$ cat config.mk
export PLATFORM = sky130hd
export DESIGN_NAME = sobel_frame_sequencer
export DESIGN_NICKNAME = d
export VERILOG_FILES = /design/src/rtl/sobel_frame_sequencer.sv
export SDC_FILE = /design/constraint.sdc
export NUM_CORES = 1
export LEC_CHECK = 0
export CORE_MARGIN = 1.5
export CORE_UTILIZATION = 25
export CTS_CLUSTER_DIAMETER = 200
export DETAILED_ROUTE_END_ITERATION = 8
export GPL_ROUTABILITY_DRIVEN = 0
export HOLD_SLACK_MARGIN = 0.15
export PLACE_DENSITY = 0.57
export SYNTH_ARGS = -nofsm -noshare
export SYNTH_HDL_FRONTEND = slang
export SYNTH_SLANG_ARGS = --single-unit
export TNS_END_PERCENT = 30
$ cat constraint.sdc
create_clock -name clk_i -period 8.5 [get_ports clk_i]
set_input_delay 0.85 -clock clk_i [delete_from_list [all_inputs] [get_ports clk_i]]
set_output_delay 0.85 -clock clk_i [all_outputs]
set_load 0.05 [all_outputs]
$ cat src/rtl/sobel_frame_sequencer.sv
// sobel_frame_sequencer
// Moves one frame at a time around an external Sobel engine. The frame is
// streamed into the engine's input memory, the engine is started, the
// sequencer waits for it to finish, and then the result memory is streamed
// back out through a 2-entry skid buffer.
// Optional feature: define SOBEL_SEQ_WATCHDOG_EN to add a WAIT-state watchdog
// that parks the block in a sticky ERROR state after TIMEOUT_CYCLES cycles.
module sobel_frame_sequencer #(
  parameter int ADDR_WIDTH     = 16,
  parameter int DATA_WIDTH     = 8,
  parameter int PIXEL_COUNT    = 4096,
  parameter int TIMEOUT_CYCLES = 1000000
) (
  input  logic                  clk_i,
  input  logic                  rst_i,
  input  logic                  enable_i,
  output logic                  busy_o,
  output logic                  frame_done_o,
  output logic                  error_o,
  input  logic                  s_valid_i,
  input  logic [DATA_WIDTH-1:0] s_data_i,
  output logic                  s_ready_o,
  output logic                  m_valid_o,
  output logic [DATA_WIDTH-1:0] m_data_o,
  output logic                  m_last_o,
  input  logic                  m_ready_i,
  output logic                  sobel_start_o,
  input  logic                  sobel_finish_i,
  output logic                  wr_en_imem_o,
  output logic [ADDR_WIDTH-1:0] addr_imem_o,
  output logic [DATA_WIDTH-1:0] data_imem_o,
  output logic                  rd_en_omem_o,
  output logic [ADDR_WIDTH-1:0] addr_omem_o,
  input  logic [DATA_WIDTH-1:0] data_omem_i
);

  // One extra counter bit so a frame filling the whole address space
  // can still be counted up to PIXEL_COUNT without wrapping.
  localparam int CNT_W = ADDR_WIDTH + 1;
  localparam logic [CNT_W-1:0] LAST_IDX  = CNT_W'(PIXEL_COUNT - 1);
  localparam logic [CNT_W-1:0] PIX_TOTAL = CNT_W'(PIXEL_COUNT);

`ifdef SOBEL_SEQ_WATCHDOG_EN
  localparam int WD_W = $clog2(TIMEOUT_CYCLES + 1);
  localparam logic [WD_W-1:0] WD_LIMIT = WD_W'(TIMEOUT_CYCLES - 1);

  typedef enum logic [2:0] {
    ST_IDLE, ST_LOAD, ST_KICK, ST_WAIT, ST_UNLOAD, ST_ERROR
  } state_t;
`else
  typedef enum logic [2:0] {
    ST_IDLE, ST_LOAD, ST_KICK, ST_WAIT, ST_UNLOAD
  } state_t;
`endif

  state_t state_q, state_d;

  logic [CNT_W-1:0] load_cnt_q, load_cnt_d;
  logic [CNT_W-1:0] rd_cnt_q, rd_cnt_d;

  // A read issued last cycle has its data on data_omem_i this cycle.
  logic in_flight_q, in_flight_d;
  logic in_flight_last_q, in_flight_last_d;

  logic [1:0][DATA_WIDTH-1:0] buf_data_q, buf_data_d;
  logic [1:0]                 buf_last_q, buf_last_d;
  logic                       buf_wr_ptr_q, buf_wr_ptr_d;
  logic                       buf_rd_ptr_q, buf_rd_ptr_d;
  logic [1:0]                 buf_count_q, buf_count_d;

`ifdef SOBEL_SEQ_WATCHDOG_EN
  logic [WD_W-1:0] wd_cnt_q, wd_cnt_d;
`endif

  logic       pop;
  logic       issue;
  logic [2:0] occ_after;

  // Next-state, counter, buffer and output logic; all outputs held low while rst_i is high.
  always_comb begin
    state_d          = state_q;
    load_cnt_d       = load_cnt_q;
    rd_cnt_d         = rd_cnt_q;
    in_flight_d      = in_flight_q;
    in_flight_last_d = in_flight_last_q;
    buf_data_d       = buf_data_q;
    buf_last_d       = buf_last_q;
    buf_wr_ptr_d     = buf_wr_ptr_q;
    buf_rd_ptr_d     = buf_rd_ptr_q;
    buf_count_d      = buf_count_q;
`ifdef SOBEL_SEQ_WATCHDOG_EN
    wd_cnt_d         = wd_cnt_q;
`endif
    busy_o        = 1'b0;
    frame_done_o  = 1'b0;
    error_o       = 1'b0;
    s_ready_o     = 1'b0;
    m_valid_o     = 1'b0;
    m_data_o      = '0;
    m_last_o      = 1'b0;
    sobel_start_o = 1'b0;
    wr_en_imem_o  = 1'b0;
    addr_imem_o   = '0;
    data_imem_o   = '0;
    rd_en_omem_o  = 1'b0;
    addr_omem_o   = '0;
    pop           = 1'b0;
    issue         = 1'b0;
    occ_after     = '0;

    if (!rst_i) begin
      busy_o = (state_q != ST_IDLE);
      unique case (state_q)
        ST_IDLE: begin
          if (enable_i) begin
            state_d    = ST_LOAD;
            load_cnt_d = '0;
          end
        end
        ST_LOAD: begin
          s_ready_o = 1'b1;
          if (s_valid_i) begin
            wr_en_imem_o = 1'b1;
            addr_imem_o  = load_cnt_q[ADDR_WIDTH-1:0];
            data_imem_o  = s_data_i;
            load_cnt_d   = load_cnt_q + CNT_W'(1);
            if (load_cnt_q == LAST_IDX) begin
              state_d = ST_KICK;
            end
          end
        end
        ST_KICK: begin
          sobel_start_o = 1'b1;
          rd_cnt_d      = '0;
`ifdef SOBEL_SEQ_WATCHDOG_EN
          wd_cnt_d      = '0;
`endif
          state_d       = ST_WAIT;
        end
        ST_WAIT: begin
          if (sobel_finish_i) begin
            state_d = ST_UNLOAD;
          end
`ifdef SOBEL_SEQ_WATCHDOG_EN
          else if (wd_cnt_q == WD_LIMIT) begin
            state_d = ST_ERROR;
          end else begin
            wd_cnt_d = wd_cnt_q + WD_W'(1);
          end
`endif
        end
        ST_UNLOAD: begin
          m_valid_o = (buf_count_q != 2'd0);
          if (m_valid_o) begin
            m_data_o = buf_data_q[buf_rd_ptr_q];
            m_last_o = buf_last_q[buf_rd_ptr_q];
          end
          pop = m_valid_o && m_ready_i;
          // Entries held plus the one landing this cycle, minus one leaving now.
          occ_after = {1'b0, buf_count_q} + {2'b00, in_flight_q} - {2'b00, pop};
          issue = (rd_cnt_q < PIX_TOTAL) && (occ_after < 3'd2);
          if (issue) begin
            rd_en_omem_o = 1'b1;
            addr_omem_o  = rd_cnt_q[ADDR_WIDTH-1:0];
            rd_cnt_d     = rd_cnt_q + CNT_W'(1);
          end
          in_flight_d      = issue;
          in_flight_last_d = issue && (rd_cnt_q == LAST_IDX);
          if (in_flight_q) begin
            buf_data_d[buf_wr_ptr_q] = data_omem_i;
            buf_last_d[buf_wr_ptr_q] = in_flight_last_q;
            buf_wr_ptr_d             = ~buf_wr_ptr_q;
          end
          if (pop) begin
            buf_rd_ptr_d = ~buf_rd_ptr_q;
          end
          buf_count_d = buf_count_q + {1'b0, in_flight_q} - {1'b0, pop};
          if (pop && m_last_o) begin
            frame_done_o = 1'b1;
            state_d      = ST_IDLE;
          end
        end
`ifdef SOBEL_SEQ_WATCHDOG_EN
        ST_ERROR: begin
          error_o = 1'b1;
        end
`endif
        default: begin
          state_d = ST_IDLE;
        end
      endcase
    end
  end

  // State, counters and skid buffer registers with synchronous reset.
  always_ff @(posedge clk_i) begin
    if (rst_i) begin
      state_q          <= ST_IDLE;
      load_cnt_q       <= '0;
      rd_cnt_q         <= '0;
      in_flight_q      <= 1'b0;
      in_flight_last_q <= 1'b0;
      buf_data_q       <= '0;
      buf_last_q       <= '0;
      buf_wr_ptr_q     <= 1'b0;
      buf_rd_ptr_q     <= 1'b0;
      buf_count_q      <= '0;
`ifdef SOBEL_SEQ_WATCHDOG_EN
      wd_cnt_q         <= '0;
`endif
    end else begin
      state_q          <= state_d;
      load_cnt_q       <= load_cnt_d;
      rd_cnt_q         <= rd_cnt_d;
      in_flight_q      <= in_flight_d;
      in_flight_last_q <= in_flight_last_d;
      buf_data_q       <= buf_data_d;
      buf_last_q       <= buf_last_d;
      buf_wr_ptr_q     <= buf_wr_ptr_d;
      buf_rd_ptr_q     <= buf_rd_ptr_d;
      buf_count_q      <= buf_count_d;
`ifdef SOBEL_SEQ_WATCHDOG_EN
      wd_cnt_q         <= wd_cnt_d;
`endif
    end
  end

endmodule

# Word level (Yosys, flattened, before mapping)
# Cells that the tools add are included.
# totals
register_bits	61
input_bits	22
out_inout_bits	57
wordCells	105
# classes
add_sub_neg	6
magnitude_cmp	5
n_eq_ne	12
mux	54
bitwise	2
reduce_logical	15
# ops
operator	count
2-to-1 mux 16 bit	6
2-to-1 mux 8 bit	9
case mux 17 bit (2 select lines)	2
2-to-1 mux 17 bit	3
adder 17 x 1 -> 17 bit (second input constant)	2
equality test 17 x 12 -> 1 bit (second input constant)	2
2-to-1 mux 1 bit	24
< comparator 17 x 13 -> 1 bit (second input constant)	1
bitwise mux 16 bit	1
2-to-1 mux 3 bit	5
case mux 3 bit (5 select lines)	1
inequality test 2 bit (second input constant)	6
demux 8 bit (select 1 bit)	1
equality test 3 x 2 -> 1 bit (second input constant)	2
AND reduction 2 bit	3
nonzero test 2 bit	3
logical AND 1 bit	5
AND reduction 5 bit	1
< comparator 1 x 2 -> 1 bit (second input constant)	2
adder 2 x 1 -> 3 bit	1
equality test 3 x 1 -> 1 bit (second input constant)	1
equality test 3 bit (second input constant)	1
logical NOT 3 bit	1
< comparator 3 x 2 -> 1 bit (second input constant)	1
other kinds (9)	10

# Logic depth before layout (Yosys ltp)
# Gate-level depths: netlist of the first run.
# logic_depth
word_depth	9
depth_mapped	11
mapped_depth_nobuf	10

# Worst setup path after synthesis of the first run
# No wires, ideal clock.
# synth_path
path_type	in2out
start	input m_ready_i
end	output addr_omem_o[10]
t_arrival_ns	3.603
t_required_ns	7.650
setup_slack_ns	4.047
stages	11
n_path_buf	1
path_cell_list	o21ai_0 inv_1 ha_1 inv_1 ha_1 fa_1 nor4_4 and2_1 and4b_1 buf_2 and2_1
# synth_via
elab_chain_len	7
# synth_rtl
item	line_no	text
start: declaration	26	input logic m_ready_i,
logical AND 1 bit	158	pop = m_valid_o && m_ready_i;
subtractor 3 x 1 -> 3 bit	160	occ_after = {1'b0, buf_count_q} + {2'b00, in_flight_q} - {2'b00, pop};
< comparator 3 x 2 -> 1 bit	161	issue = (rd_cnt_q < PIX_TOTAL) && (occ_after < 3'd2);
logical AND 1 bit	161	
2-to-1 mux 16 bit	162	if (issue) begin
2-to-1 mux 16 bit	113	unique case (state_q)
2-to-1 mux 16 bit	111	if (!rst_i) begin
end: declaration	33	output logic [ADDR_WIDTH-1:0] addr_omem_o,
# No other way between the ends.

# Final worst setup path of the first run
# layout_path
start	input m_ready_i
end	output addr_omem_o[4]
# Same word-level chain as after synthesis.

==> results.py, run 1 <==
metrics = {
    "floorplan": {
        "die_w_um": 117,
        "rows": 41,
        "die-area_um2": 13800,
        "fp.coreArea_um2": 12700,
        "die_h_um": 117,
        "start_util_pct": 25.8,
        "io_pins": 79,
    },
    "timing": {
        "fmax_mhz": 184,
        "holdWs_ns": 0.477,
        "setup_violations": 0,
        "finalMaxSlewViolations": 0,
        "finalSetupTns_ns": 0,
        "hold_viol": 0,
        "tightest_slew_ns": 1.10,
        "period_minus_slack_ns": 5.42,
        "slew_headroom_pct": 26.1,
        "fin_skew_ns": 0.00464,
        "timing.final.crit_share_pct": 63.8,
        "rsz0062_at_grt": "no",
    },
    "cells_and_area": {
        "finalCoreUtilization_pct": 35.1,
        "final_cells": 625,
        "final_common_cell": "clkdlybuf4s50_1",
        "drive_above_1_share_pct": 6.84,
        "antennaDiodeCount": 0,
        "syn2layout_area_growth_pct": 36.2,
        "final_cell_mix": "clkdlybuf4s50_1, dfxtp_1, nor2_1",
        "nNetsFinal": 475,
    },
    "power": {
        "powerDensity_nw_per_um2": 171,
        "p_leak_nw": 1.66,
        "vdd_ir_drop_max_uv": 71.3,
    },
    "critical_path": {
        "cp.required_ns": 7.65,
        "crit_path_end_kind": "output port",
        "crit_arrival_ns": 4.57,
        "ff2ff_setup_slack_ns": 5.28,
        "r2r_end": "rd_cnt_q[8]",
        "path_class": "primary input to output port",
        "rr_startpoint": "buf_count_q[1]",
        "reg2regPathDepth": 10,
        "worstPathMaxFanout": 14,
        "critPathLaunchType": "primary input",
    },
    "synthesis": {
        "synth_area_um2": 3260,
        "ys_types": 54,
        "synthCells": 387,
        "syn_area_per_cell_um2": 8.44,
        "synth_warnings": 0,
        "ys_ff_latch": 61,
        "synth-seq-area-share_pct": 37.4,
    },
    "global_routing": {
        "track_usage_pct": 12.8,
        "grt_pass1_wl_um": 13800,
        "antenna_found_initial": 0,
        "grt_max_degree": 41,
        "grt_overflow_total": 0,
        "grt_pass1_vias": 2761,
    },
    "clocking": {
        "clk_latency_ns": 0.33,
        "cts-resized-gates": 0,
        "cts_htree_levels": 3,
        "clk_pin_slew_ns": 0.05,
        "hold_buffers": 0,
        "cts_tree": "built",
        "postCtsSetupBuffers": 0,
        "cts_root_buf": "clkbuf_16",
        "cts_buffer_depth": 2,
        "cts.sink_count": 61,
        "numCtsBuffers": 9,
    },
    "routing": {
        "drt_iter0_drc": 131,
        "vias_per_cell": 4.70,
        "routed_wl_um": 8200,
        "wire_per_inst_um": 13.1,
        "ant_nets": 0,
        "vias": 2938,
        "drc_errors": 0,
        "drtPass1Iterations": 4,
    },
    "placed_design": {
        "io_buffer_count": 73,
        "placed_cells": 609,
        "hpwl_um": 5580,
    },
    "hold_path": {
        "holdCritStartpoint": "buf_count_q[0]",
        "hold_depth": 2,
        "hold_path_class": "flip-flop to flip-flop",
        "min_to": "buf_count_q[0]",
    },
    "job": {
        "maxCapViolCount": 0,
    },
    "run_status": {
        "status": "finished, final reports clean",
    },
}
==> through the flow <==
| step | worst slack [ns] | total power, W | area [um^2] |
|---|---|---|---|
| finish | 3.08 | 0.000761 | 4450 |
| global route | 2.83 | 0.000788 | 4450 |
| CTS | 3.04 | 0.000769 | 4440 |
| detailed placement | 3.05 | 0.000336 | 4100 |
| global placement | 3.15 | 0.000336 | 4100 |
| floorplan | 4.05 | 0.000321 | 3280 |
==> cells by family (layout without fill, tap and decap cells) <==
logic type	after synthesis	in the layout	synth area share [%]
AO/OA/AOI/OAI	49	49	9.16
XOR/XNOR	8	8	2.38
adder cells (fa/ha/maj)	5	5	2.15
buffers and inverters	38	100	5.52
flip-flops	61	61	37.4
multiplexers	30	30	9.24
other	1	5	0.115
AND/OR/NAND/NOR	195	195	34.0
==> per-layer routing <==
| layer | part of all wire [%] | routed length [um] | track usage (%) |
|---|---|---|---|
| met1 | 49 | 4050 | 16.7 |
| met2 | 44 | 3600 | 19.9 |
| met3 | 4.4 | 359 | 3.71 |
| met4 | 2.3 | 191 | 5.14 |
| met5 | 0 | 0 | 0 |
==> layout make-up <==
class                      count  area [um^2]
multi-input combinational    292         1890
clock inverter                 6          110
sequential                    61         1220
timing repair buffer          74          738
clock buffer                  10          239
tap                          172          215
fill                        1338         8220
inverter                      10         37.5
==> sequential cells by signal (all words and copies together) (netlist names) <==
signal            cells
in_flight_last_q      1
buf_rd_ptr_q          1
in_flight_q           1
buf_count_q           2
rd_cnt_q             17
load_cnt_q           17
buf_data_q           16
state_q               3
buf_last_q            2
buf_wr_ptr_q          1
==> cell usage after synthesis (all sizes together) <==
master   instances  area (um^2)
or3             10         62.6
xnor2            4         35.0
nor2b            2         12.5
or4             11         86.3
nand4           11         83.8
and4b            1         10.0
clkbuf          15         56.3
nor3             3         15.0
a211oi           1         7.51
o21a             1         7.51
nand2           29          109
dfxtp           61         1220
and2            21          131
fa               1         20.0
inv             10         37.5
xor2             4         42.6
ha               4         50.1
and3            28          175
nand3           11         55.1
mux2i           29          290
conb             1         3.75
o21ai           12         60.1
mux2             1         11.3
a21o             1         7.51
and4             2         17.5
a311oi           1         8.76
nor4b            1         8.76
nor3b            5         48.8
nand2b           3         18.8
nor2            46          175
buf             13         86.3
a31oi            1         6.26
a211o            1         8.76
or2              2         12.5
o31ai            1         7.51
and4bb           1         12.5
a21boi           1         7.51
nand4b           1         8.76
o2bb2ai          1         8.76
nor4bb           1         10.0
o211ai          10         75.1
a21oi           18         93.8
nor4             4         40.0
or3b             2         17.5
==> critical path, stage by stage <==
cell and delay, ns:
clkdlybuf4s50_1 0.43, o21ai_0 0.16, inv_1 0.08, ha_1 0.28, inv_1 0.04, ha_1 0.18, fa_1 0.49, nor4_4 0.44
and2_1 0.20, and4b_1 0.43, and2_1 0.19, clkdlybuf4s50_1 0.79
==> report_power, final <==
group	leakage [nW]	switching, W	total [W]	internal (W)
clock network	0.165	0.000138	0.000431	0.000294
logic	1.00	0.0000259	0.0000412	0.0000153
registers	0.491	0.00000212	0.000289	0.000287
total	1.66	0.000166	0.000761	0.000596
==> how the worst max path moves through the flow <==
stage	slack (ns)	from	cells past startpoint	end
final	3.08	m_ready_i	12	addr_omem_o[4]
after global routing	2.83	m_ready_i	12	addr_omem_o[8]
after detailed placement	3.05	m_ready_i	12	addr_omem_o[4]
after CTS	3.04	m_ready_i	12	addr_omem_o[4]
after floorplan	4.05	m_ready_i	11	addr_omem_o[10]
after global placement	3.15	m_ready_i	12	addr_omem_o[3]
No activity file was read; power rests on OpenSTA's default activity.
==> run 2, diff against run 1 <==
--- a/config.mk
+++ b/config.mk
@@ -11,7 +11,7 @@
 export DETAILED_ROUTE_END_ITERATION = 8
 export GPL_ROUTABILITY_DRIVEN = 0
 export HOLD_SLACK_MARGIN = 0.15
-export PLACE_DENSITY = 0.57
+export PLACE_DENSITY = 0.59
 export SYNTH_ARGS = -nofsm -noshare
 export SYNTH_HDL_FRONTEND = slang
 export SYNTH_SLANG_ARGS = --single-unit
==> constraint.sdc (replaced) <==
create_clock -name clk_i -period 4.8 [get_ports clk_i]
set_input_delay 0.48 -clock clk_i [delete_from_list [all_inputs] [get_ports clk_i]]
set_output_delay 0.48 -clock clk_i [all_outputs]
set_load 0.05 [all_outputs]
==> run 2 against run 1 <==
Total power up 64%. Clock power up 55%. Setup slack worse by 2.4 ns. Core utilization down 0.50 points. Sequential power up 77%. Via count down 1.1%. Cell count up 0.16%. Critical path type unchanged.
==> results.py, run 2 (synthesized netlist as in run 1, its figures left out) <==
metrics = {
    "run_status": {
        "status": "finished, final reports clean",
    },
    "global_routing": {
        "grt_pass1_wl_um": 13100,
        "grt_overflow_total": 0,
        "grt_pass1_vias": 2691,
        "track_usage_pct": 12.3,
        "antenna_found_initial": 0,
        "grt_max_degree": 30,
    },
    "timing": {
        "timing.final.crit_share_pct": 85.8,
        "fin_skew_ns": 0.00621,
        "period_minus_slack_ns": 4.12,
        "rsz0062_at_grt": "no",
        "finalSetupTns_ns": 0,
        "slew_headroom_pct": 28.7,
        "fmax_mhz": 243,
        "finalMaxSlewViolations": 0,
        "holdWs_ns": 0.468,
        "setup_violations": 0,
        "tightest_slew_ns": 1.06,
        "hold_viol": 0,
    },
    "routing": {
        "vias_per_cell": 4.64,
        "ant_nets": 0,
        "dr_wl_met2_um": 3640,
        "drtPass1Iterations": 5,
        "drt-met1-wl_um": 3910,
        "wire_per_inst_um": 12.8,
        "drc_errors": 0,
        "drt_iter0_drc": 125,
        "top_layer": "met4",
        "routed_wl_um": 8020,
        "wl_met3_um": 406,
        "vias": 2907,
    },
    "clocking": {
        "cts_buffer_depth": 2,
        "postCtsSetupBuffers": 0,
        "clk_pin_slew_ns": 0.05,
        "hold_buffers": 0,
        "cts-resized-gates": 0,
        "clk_latency_ns": 0.32,
        "numCtsBuffers": 9,
        "cts_htree_levels": 3,
        "cts_root_buf": "clkbuf_16",
        "cts.sink_count": 61,
        "cts_tree": "built",
    },
    "cells_and_area": {
        "drive_above_1_share_pct": 9.47,
        "nNetsFinal": 476,
        "top_regs": "load_cnt_q (17), rd_cnt_q (17), buf_data_q (16)",
        "final_common_cell": "dfxtp_1",
        "final_cell_mix": "dfxtp_1, clkdlybuf4s50_1, nor2_1",
        "antennaDiodeCount": 0,
        "syn2layout_area_growth_pct": 34.3,
    },
    "power": {
        "vdd_ir_drop_max_uv": 185,
        "power_w": 0.00125,
        "powerDensity_nw_per_um2": 286,
        "p_leak_nw": 1.68,
    },
    "hold_path": {
        "holdCritStartpoint": "buf_count_q[0]",
        "hold_path_class": "flip-flop to flip-flop",
        "hold_depth": 2,
        "min_to": "buf_count_q[0]",
    },
    "critical_path": {
        "crit_arrival_ns": 3.64,
        "ff2ff_setup_slack_ns": 1.60,
        "worstPathMaxFanout": 14,
        "crit_path_end_kind": "output port",
        "critPathLaunchType": "primary input",
        "critPathMaxStageDelay_ns": 0.49,
        "critical-path-top-delay-family": "simple AND/OR/NAND/NOR gates",
        "path_class": "primary input to output port",
        "crit_slowest_cell": "fa_1",
        "critPathBufInv": 4,
        "rr_startpoint": "buf_count_q[1]",
        "r2r_end": "rd_cnt_q[10]",
        "path_cells": "clkdlybuf4s50_1, o21ai_0, inv_1, ha_1, inv_1, ha_1, fa_1, nor4_4, and2_1, and4b_1, and2_1, buf_4",
        "cp.required_ns": 4.32,
        "reg2regPathDepth": 10,
    },
    "floorplan": {
        "rows": 41,
        "die_h_um": 117,
        "io_pins": 79,
        "die_w_um": 117,
        "die-area_um2": 13800,
        "fp.coreArea_um2": 12700,
        "start_util_pct": 25.8,
    },
    "placed_design": {
        "io_buffer_count": 73,
        "hpwl_um": 5650,
    },
    "job": {
        "maxCapViolCount": 0,
    },
}
-- run 2: cell types whose count changed in the layout (fill, tap and decap cells not counted), sizes merged --
| cell | previous run | this run |
|---|---|---|
| clkinvlp | 2 | 1 |
| clkbuf | 10 | 13 |
| bufinv | 3 | 1 |
| buf | 1 | 15 |
| clkdlybuf4s50 | 73 | 60 |
-- run 2: cell type report --
class	instances	area, um^2
multi-input cells	292	1880
clock buffers	13	270
well taps	172	215
fillers	1339	8290
flip-flops and latches	61	1220
inverters	10	37.5
clock inverters	3	42.5
repair buffers	75	713
-- run 2: layer usage --
| metal | global-route usage, % | vias to the layer above |
|---|---|---|
| met5 | 0 | - |
| li1 | - | 1489 |
| met2 | 19.6 | 69 |
| met4 | 3.13 | 0 |
| met1 | 15.8 | 1344 |
| met3 | 4.22 | 5 |
-- run 2: per-stage QoR --
stage	area [um^2]	util, %	cells	setup WS [ns]
floorplan	3280	-	391	1.08
global placement	4070	32.1	610	0.728
detailed placement	4070	32.1	610	0.641
CTS	4380	34.6	626	0.622
global route	4380	34.6	626	0.429
finish	4380	34.6	626	0.684
-- run 2: worst reg2reg max path, delay by kind of cell, from the launching register on --
family / cells / cell delay, ns
AO/OA/AOI/OAI: 1 / 0.34
buffers and inverters: 2 / 0.12
flip-flops: 1 / 0.35
adder cells (fa/ha/maj): 3 / 0.95
AND/OR/NAND/NOR: 4 / 1.38
-- run 2: how the worst max path moves through the flow --
stage                        start               to  slack [ns]  cells past startpoint
finish                   m_ready_i   addr_omem_o[1]        0.68                     12
global route             m_ready_i   addr_omem_o[2]        0.43                     12
CTS                      m_ready_i   addr_omem_o[1]        0.62                     12
detailed placement       m_ready_i   addr_omem_o[1]        0.64                     12
global placement         m_ready_i   addr_omem_o[2]        0.73                     12
floorplan           buf_count_q[1]  addr_omem_o[10]        1.08                     11
-- run 2: where the power goes --
| part | total (W) | leakage, nW | internal (W) | switching (W) |
|---|---|---|---|---|
| clock | 0.000667 | 0.152 | 0.000443 | 0.000224 |
| combinational | 0.0000732 | 1.03 | 0.0000275 | 0.0000457 |
| sequential | 0.000512 | 0.491 | 0.000508 | 0.00000368 |
| total | 0.00125 | 1.68 | 0.000979 | 0.000273 |
==> run 3, diff against run 2 <==
--- a/config.mk
+++ b/config.mk
@@ -5,13 +5,14 @@
 export SDC_FILE = /design/constraint.sdc
 export NUM_CORES = 1
 export LEC_CHECK = 0
+export ABC_AREA = 1
 export CORE_MARGIN = 1.5
 export CORE_UTILIZATION = 25
 export CTS_CLUSTER_DIAMETER = 200
 export DETAILED_ROUTE_END_ITERATION = 8
 export GPL_ROUTABILITY_DRIVEN = 0
 export HOLD_SLACK_MARGIN = 0.15
-export PLACE_DENSITY = 0.59
+export PLACE_DENSITY = 0.58
 export SYNTH_ARGS = -nofsm -noshare
 export SYNTH_HDL_FRONTEND = slang
 export SYNTH_SLANG_ARGS = --single-unit
==> run 3 against run 2 <==
Clock power fell by 2%. Routed wire length rose by 13%. Cell count grew 27%. Synthesized cell count grew 41%. Total power is 4.1% higher. Non-clock buffer count shrank 1. Largest power group unchanged. Highest routed layer unchanged.
==> results.py, run 3 <==
metrics = {
    "run_status": {
        "status": "finished, final reports clean",
    },
    "critical_path": {
        "timing.critical_path.mode_cell": "nor2_1",
        "crit_start": "m_ready_i",
        "crit_slowest_cell": "clkdlybuf4s50_1",
        "critPathBufInv": 5,
        "cp.required_ns": 4.32,
        "rr_startpoint": "buf_count_q[1]",
        "path_class": "primary input to output port",
        "worstPathMaxFanout": 12,
        "critPathMaxStageDelay_ns": 0.82,
        "critPathLaunchType": "primary input",
        "crit_arrival_ns": 3.89,
        "path_cells": "clkdlybuf4s50_1, inv_1, nor2_1, ha_1, inv_1, ha_1, fa_1, nor2_1, nand2_1, nor2_1, nand2_2, nor2_2, inv_1, nor2_1, clkdlybuf4s50_1",
        "critical-path-top-delay-family": "buffers and inverters",
        "crit_path_end_kind": "output port",
    },
    "floorplan": {
        "io_pins": 79,
        "fp.coreArea_um2": 13300,
        "die_h_um": 120,
        "die_w_um": 120,
        "die-area_um2": 14400,
        "rows": 42,
        "start_util_pct": 25.8,
    },
    "timing": {
        "timing.final.crit_share_pct": 91.1,
        "finalMaxSlewViolations": 0,
        "tightest_slew_ns": 0.682,
        "fin_skew_ns": 0.00484,
        "hold_viol": 0,
        "finalSetupTns_ns": 0,
        "worst_slack_ns": 0.426,
        "period_minus_slack_ns": 4.37,
        "slew_headroom_pct": 54.4,
        "holdWs_ns": 0.441,
        "fmax_mhz": 229,
        "rsz0062_at_grt": "no",
        "setup_violations": 0,
    },
    "power": {
        "p_leak_nw": 1.72,
        "vdd_ir_drop_max_uv": 166,
        "powerDensity_nw_per_um2": 285,
    },
    "cells_and_area": {
        "drive_above_1_share_pct": 5.15,
        "final_cell_mix": "nor2_1, inv_1, nand2_1",
        "fin_area_um2": 4570,
        "syn2layout_area_growth_pct": 33.3,
        "top_regs": "load_cnt_q (17), rd_cnt_q (17), buf_data_q (16)",
        "antennaDiodeCount": 0,
        "final_common_cell": "nor2_1",
        "nNetsFinal": 643,
    },
    "routing": {
        "ant_nets": 0,
        "drtPass1Iterations": 4,
        "vias": 3490,
        "drc_errors": 0,
        "drt_iter0_drc": 309,
        "routed_wl_um": 9090,
        "wire_per_inst_um": 11.4,
        "vias_per_cell": 4.38,
    },
    "synthesis": {
        "ys.flop_type": "dfxtp_1",
        "async_flop_share_pct": 0,
        "post-synth-top-count-cell": "nor2_1",
        "synthCells": 547,
        "synth_warnings": 0,
        "synth_top_area_share_pct": 35.6,
        "netlist_top_cells_area": "dfxtp_1, nor2_1, inv_1",
        "synth_area_um2": 3430,
        "synth-edff-count": 0,
        "synth_xor_area_share_pct": 0.511,
        "synth.area.mux_share_pct": 0,
        "synthAdderAreaFrac_pct": 2.04,
        "syn_area_per_cell_um2": 6.27,
        "yosys.area_share.simple_pct": 33.7,
        "post-synth-top-area-cell": "dfxtp_1",
        "synth.top_cells.by_count": "nor2_1, inv_1, nand2_1",
        "ys_ff_latch": 61,
        "synth_top_family_by_area": "simple AND/OR/NAND/NOR gates",
        "synth-seq-area-share_pct": 35.6,
        "synth_compound_area_share_pct": 13.5,
        "ys_types": 34,
    },
    "global_routing": {
        "antenna_found_initial": 0,
        "track_usage_pct": 13.0,
        "grt_max_degree": 27,
        "grt_pass1_vias": 3408,
        "grt_overflow_total": 0,
        "grt_pass1_wl_um": 15200,
    },
    "clocking": {
        "cts_root_buf": "clkbuf_16",
        "numCtsBuffers": 9,
        "cts-resized-gates": 0,
        "postCtsSetupBuffers": 0,
        "cts_htree_levels": 3,
        "clk_pin_slew_ns": 0.05,
        "hold_buffers": 0,
        "clk_latency_ns": 0.33,
        "cts_buffer_depth": 2,
        "cts.sink_count": 61,
        "cts_tree": "built",
    },
    "job": {
        "maxCapViolCount": 0,
    },
    "placed_design": {
        "dp_slack_ns": 0.401,
        "io_buffer_count": 73,
        "placed_cell_area_um2": 4270,
        "hpwl_um": 6790,
    },
    "hold_path": {
        "holdCritStartpoint": "rd_cnt_q[13]",
        "hold_path_class": "flip-flop to flip-flop",
    },
}
-- run 3: cell types whose count changed in the layout (fill, tap and decap cells not counted), sizes merged, moves of 18 or more --
cell	delta
o21ai	+26
nand3	+19
a21oi	+27
and3	-28
nand2	+55
inv	+86
nor2	+87
mux2i	-29
and2	-18
-- run 3: cells by family after synthesis --
group / Yosys count
AO/OA/AOI/OAI: 89
XOR/XNOR: 2
adder cells (fa/ha/maj): 5
buffers and inverters: 117
flip-flops: 61
other: 1
AND/OR/NAND/NOR: 272
-- run 3: routing by layer --
metal | wire (um) | global-route usage [%]
met1 | 3970 | 15.1
met2 | 4490 | 22.5
met3 | 502 | 2.76
met4 | 127 | 6.32
met5 | 0 | 0
-- run 3: final timing paths --
path | depth (start not counted) | slack (ns) | end
setup / recovery | 15 | 0.43 | addr_omem_o[7]
hold / removal | 2 | 0.44 | rd_cnt_q[13]
hold reg to reg | 2 | 0.44 | rd_cnt_q[13]
setup reg to reg | 14 | 2.08 | rd_cnt_q[8]
-- run 3: final cells by class --
type                            instances  area [um^2]
Clock buffer                           10          239
Clock inverter                          6         62.6
Fill cell                            1441         8720
Inverter                               97          364
Multi-Input combinational cell        373         1730
Sequential cell                        61         1220
Tap cell                              176          220
Timing Repair Buffer                   74          738
-- run 3: stage by stage --
step / cells / utilization (%) / total power (W)
3_5_place_dp: 781 / 32.1 / 0.000664
4_1_cts: 797 / 34.4 / 0.00131
6_report: 797 / 34.4 / 0.00130
2_1_floorplan: 551 / - / 0.000622
5_1_grt: 797 / 34.4 / 0.00135
3_3_place_gp: 781 / 32.1 / 0.000662
-- run 3: where the power goes --
| part | internal [W] | total, W | switching, W |
|---|---|---|---|
| clock network | 0.000414 | 0.000651 | 0.000238 |
| registers | 0.000511 | 0.000515 | 0.00000409 |
| logic | 0.0000421 | 0.000137 | 0.0000952 |
| total | 0.000966 | 0.00130 | 0.000337 |
-- run 3: worst reg2reg max path, stage by stage, from the launching register on --
cell	delay, ns
dfxtp_1	0.33
nor2_1	0.15
nor2_1	0.09
ha_1	0.28
inv_1	0.04
ha_1	0.18
fa_1	0.49
nor2_1	0.14
nand2_1	0.06
nor2_1	0.20
nand2_2	0.12
nand2_4	0.18
nand2_1	0.13
o21ai_0	0.16
nor2_1	0.06
